[src/rtl/div_pkg.sv]
// div_pkg: shared state encoding and sizing helpers for the sequential divider
package div_pkg;
  typedef logic [1:0] state_t;
  localparam state_t IDLE = 2'd0;
  localparam state_t RUN  = 2'd1;
  localparam state_t DONE = 2'd2;
  localparam int MAX_WIDTH = 64;
  localparam logic [MAX_WIDTH-1:0] DBZ_QUOTIENT = '1;
  function automatic int cnt_width(input int width);
    return $clog2(width + 1);
  endfunction
endpackage

[src/rtl/cla_sub.sv]
// cla_sub: N-bit subtractor a - b = a + ~b + 1 built from chained 4-bit lookahead groups
module cla_sub #(
  parameter int N = 9
) (
  input  logic [N-1:0] a,
  input  logic [N-1:0] b,
  output logic [N-1:0] diff,
  output logic         cout
);
  localparam int G = (N + 3) / 4;
  localparam int M = 4 * G;
  logic [M-1:0] a_p, b_n, s;
  logic [G:0] c;
  assign a_p = M'(a);
  assign b_n = ~(M'(b));
  assign c[0] = 1'b1;
  for (genvar i = 0; i < G; i++) begin : g_grp
    logic [3:0] gg, pp;
    logic [4:0] cc;
    assign gg = a_p[4*i +: 4] & b_n[4*i +: 4];
    assign pp = a_p[4*i +: 4] ^ b_n[4*i +: 4];
    assign cc[0] = c[i];
    assign cc[1] = gg[0] | (pp[0] & cc[0]);
    assign cc[2] = gg[1] | (pp[1] & gg[0]) | (&pp[1:0] & cc[0]);
    assign cc[3] = gg[2] | (pp[2] & gg[1]) | (&pp[2:1] & gg[0]) | (&pp[2:0] & cc[0]);
    assign cc[4] = gg[3] | (pp[3] & gg[2]) | (&pp[3:2] & gg[1]) | (&pp[3:1] & gg[0]) | (&pp & cc[0]);
    assign s[4*i +: 4] = pp ^ cc[3:0];
    assign c[i+1] = cc[4];
  end
  assign diff = s[N-1:0];
  // pad sum bits all equal ~carry, so folding them in leaves the carry unchanged
  if (M > N) begin : g_pad
    assign cout = c[G] & ~|s[M-1:N];
  end else begin : g_nopad
    assign cout = c[G];
  end
endmodule

[src/rtl/seq_divider.sv]
// seq_divider: iterative unsigned restoring divider, one quotient bit per clock
module seq_divider
  import div_pkg::*;
#(
  parameter int WIDTH = 8
) (
  input  logic             clk,
  input  logic             rst,
  input  logic             start,
  input  logic [WIDTH-1:0] dividend,
  input  logic [WIDTH-1:0] divisor,
  output logic             busy,
  output logic             done,
  output logic [WIDTH-1:0] quotient,
  output logic [WIDTH-1:0] remainder,
  output logic             div_by_zero
);
  localparam int CW = cnt_width(WIDTH);
  state_t state;
  logic [CW-1:0] cnt;
  logic [WIDTH:0] r, r_sh, trial, r_nxt;
  logic [WIDTH-1:0] q, q_nxt, dvs;
  logic no_borrow, zero;
  assign r_sh = (r << 1) | (WIDTH+1)'(q[WIDTH-1]);
  cla_sub #(.N(WIDTH + 1)) u_sub (
    .a(r_sh),
    .b({1'b0, dvs}),
    .diff(trial),
    .cout(no_borrow)
  );
  assign r_nxt = no_borrow ? trial : r_sh;
  assign q_nxt = (q << 1) | WIDTH'(no_borrow);
  assign zero = ~|dvs;
  assign busy = state != IDLE;
  assign done = state == DONE;
  // a zero divisor spends one RUN cycle with Q still holding the dividend, then reports
  always_ff @(posedge clk or posedge rst) begin
    if (rst) begin
      state <= IDLE;
      cnt <= '0;
      r <= '0;
      q <= '0;
      dvs <= '0;
      quotient <= '0;
      remainder <= '0;
      div_by_zero <= 1'b0;
    end else if (state == IDLE) begin
      if (start) begin
        dvs <= divisor;
        r <= '0;
        q <= dividend;
        cnt <= CW'(WIDTH);
        state <= RUN;
      end
    end else if (state == RUN) begin
      r <= r_nxt;
      q <= q_nxt;
      cnt <= cnt - CW'(1);
      if (zero || cnt == CW'(1)) begin
        state <= DONE;
        quotient <= zero ? DBZ_QUOTIENT[WIDTH-1:0] : q_nxt;
        remainder <= zero ? q : r_nxt[WIDTH-1:0];
        div_by_zero <= zero;
      end
    end else begin
      state <= IDLE;
    end
  end
endmodule
[config.mk]
export PLATFORM = sky130hd
export DESIGN_NAME = seq_divider
export DESIGN_NICKNAME = d
export VERILOG_FILES = /design/src/rtl/div_pkg.sv /design/src/rtl/cla_sub.sv /design/src/rtl/seq_divider.sv
export SDC_FILE = /design/constraint.sdc
export NUM_CORES = 1
export LEC_CHECK = 0
export BUFFER_PORTS_ARGS = -buffer_cell sky130_fd_sc_hd__buf_4
export CAP_MARGIN = 20
export CELL_PAD_IN_SITES_DETAIL_PLACEMENT = 0
export CELL_PAD_IN_SITES_GLOBAL_PLACEMENT = 2
export CORE_ASPECT_RATIO = 0.8
export CORE_MARGIN = 3
export CORE_UTILIZATION = 32
export DETAILED_ROUTE_END_ITERATION = 7
export MAX_ROUTING_LAYER = met4
export PLACE_DENSITY = 0.68
export SYNTH_ARGS = -nofsm -noshare
export SYNTH_HDL_FRONTEND = slang
export SYNTH_SLANG_ARGS = --single-unit
[constraint.sdc]
create_clock -name clk -period 4.3 [get_ports clk]
set_input_delay 0.43 -clock clk [delete_from_list [all_inputs] [get_ports clk]]
set_output_delay 0.43 -clock clk [all_outputs]
set_load 0.005 [all_outputs]
==> metrics.csv <==
metric,value,unit
clock-pin transition on the worst setup and hold timing paths,0.09,ns
number of flip-flops and latches in the synthesized netlist,47,
power density over cell area,846,nW/µm²
"Area growth, synth to finish",19.9,%
cell at the root of the clock tree,clkbuf_8,
outcome,"complete, no violations",
antenna violations before repair,0,
required time of the critical path,4.45,ns
Setup Slack @ Placement,1.95,ns
transition time at the pin with the least slew margin,0.622,ns
post-detailed-routing wire length,5610,µm
largest net degree at the start of global routing,48,
Yosys warning total,0,
type of element launching the critical path,flip-flop,
number of placement rows,27,
initial drt markers,33,
detailed-placement wirelength estimate,4050,µm
post-synth net total,260,
max cap viols,0,
standard cell core area,7130,µm²
Nets,300,
GRT Resource Usage Total,13.7,%
CTS tree,done,
port buffer count,37,
unrepaired setup endpoints after global routing,false,
Bufs on Longest Clock Path,2,
worst hold-check path type,primary input to asynchronous set/reset pin,
Fin. Hold Viols,0,
arrival time of data at the critical path endpoint,2.52,ns
TritonRoute pass-1 iters,4,
Resized cells post-CTS,0,
CTS hold repair buffers,0,
count of unresolved DRC violations after routing,0,
post-route fraction of the period consumed by the critical path,55.1,%
Die Span Y,84.1,µm
Slew HR,58.4,%
Final setup viols,0,
share of the yosys chip area belonging to registers,48.2,%
die footprint,8720,µm²
Synth area leader,dfrtp_1,
clock net sink count,47,
largest fanout on the critical path,4,
global route total overflow,0,
filler cell count in the final layout,730,
count of unique library cells instantiated by Yosys,45,
post-synthesis instance area,2440,µm²
worst hold margin,0.142,ns
latest clock arrival within the worst-skew pair,0.30,ns
Ports,38,
number of nets with antenna violations after detailed routing,0,
number of global-route vias before repair,1732,
endpoint class of the critical path,flip-flop,
CTS Buf Count,5,
number of instances in the synthesized netlist,229,
via count of the routed design,1771,
first-pass GRT wire length,9300,µm
cell types with the largest area share after synthesis,"dfrtp_1 (48%), ha_1 (5.6%), mux2i_1 (5.3%)",
routability congestion estimate from global placement,0.812,
share of layout cells above drive strength 1,25.7,%
post-CTS setup buffer count,0,
number of pins exceeding their max-slew limit in the final report,0,
top-area cell type share of the netlist area,48.2,%
post-route worst setup slack,1.93,ns
clk_skew,0.0109,ns
maximum ir drop on the vdd rail,0.000276,V
vias per cell,4.79,
chip width,104,µm
highest clock rate,422,MHz
number of inserted diodes,0,
sum of negative setup slack,0,ns
CP Class,flip-flop to flip-flop,
starting utilization of the core area,34.3,%
synthesized area per cell,10.7,µm²
time the worst path needs with I/O delays and setup,2.37,ns
cell leakage power,1.39,nW
H-tree depth reported by CTS,2,
detail-routed net length per standard cell,15.2,µm
## worst max-delay path, cell delays in order, from the launching register on
cell,delay (ns)
dfrtp_1,0.41
inv_1,0.08
ha_1,0.32
o21a_1,0.24
o22ai_4,0.25
inv_1,0.10
fa_1,0.38
xor2_1,0.15
mux2i_1,0.19
o21ai_0,0.10
## per-layer routing
layer / wire [µm] / up-vias / global-route usage, %
li1: - / 881 / -
met1: 2870 / 853 / 19.6
met2: 2520 / 32 / 20.0
met3: 174 / 5 / 2.84
met4: 46 / 0 / 3.62
met5: 0 / - / -
## cell type report
cell class	count	area [µm²]	area share, %
clock inverters	1	5.00	0.171
repair buffers	39	305	10.4
multi-input cells	161	1180	40.2
inverters	15	56.3	1.92
clock buffers	6	82.6	2.82
well taps	101	126	4.31
flip-flops and latches	47	1180	40.2
## metrics by stage
| step | utilization [%] | instance area, µm² | cells | power, W |
|---|---|---|---|---|
| CTS | 40.8 | 2910 | 369 | 0.00252 |
| floorplan | - | 2440 | 229 | 0.00182 |
| global placement | 39.6 | 2820 | 362 | 0.00223 |
| detailed placement | 39.6 | 2820 | 362 | 0.00223 |
| finish | 41.1 | 2930 | 370 | 0.00248 |
| global route | 41.1 | 2930 | 370 | 0.00272 |
## power breakdown
group | total, W | leakage (nW) | switching, W | internal, W
Combinational | 0.00136 | 0.771 | 0.000713 | 0.000643
Clock | 0.000276 | 0.0470 | 0.000149 | 0.000127
Sequential | 0.000847 | 0.573 | 0.000185 | 0.000662
## synth_stat cells (all sizes together)
master / n
a21o: 2
o21ai: 34
or2: 1
or3: 1
a211o: 2
nor4: 1
a22oi: 8
and2b: 1
nand3: 2
inv: 15
o211ai: 1
nor3b: 2
nor2: 12
nand2: 31
o31ai: 3
mux2i: 13
nand2b: 1
o21a: 2
o22ai: 2
a21oi: 3
nand4: 1
xnor2: 3
or4: 2
clkbuf: 3
nor2b: 1
dfrtp: 47
o22a: 1
buf: 3
o21bai: 1
mux2: 10
xor2: 3
fa: 1
ha: 11
nor3: 4
a31oi: 1
## placed cells by master (no fill, tap or decap), types with 6 or more instances in the layout
cell type	count
mux2_2	8
dfrtp_1	47
nand2_1	31
o21ai_1	9
inv_1	14
buf_4	38
a22oi_1	8
mux2i_1	13
clkbuf_8	6
ha_1	11
nor2_1	10
o21ai_0	22
## final timing paths
check / startpoint / to / slack, ns / depth (start not counted)
worst max-delay path: q[7] / r[5] / 1.93 / 9
worst min-delay path: rst / remainder[0] / 0.14 / 2
worst max register to register: q[7] / r[5] / 1.93 / 9
worst min register to register: quotient[4] / quotient[4] / 0.49 / 2
max in group asynchronous: rst / cnt[1] / 3.63 / 3
min in group clk: start / cnt[2] / 0.31 / 2
## kinds of logic after synthesis
| logic type | Yosys count | synth area share (%) |
|---|---|---|
| AO/OA/AOI/OAI | 60 | 16.3 |
| buffers and inverters | 21 | 3.64 |
| flip-flops | 47 | 48.2 |
| AND/OR/NAND/NOR | 60 | 13.1 |
| XOR/XNOR | 6 | 2.15 |
| adder cells (fa/ha/maj) | 12 | 6.45 |
| multiplexers | 23 | 10.2 |
## state kept, by name, summed over array words and instances (netlist names)
signal / count
dvs: 8
q: 8
quotient: 8
r: 8
remainder: 8
cnt: 4
state: 2
div_by_zero: 1
No activity file was read; power rests on OpenSTA's default activity.
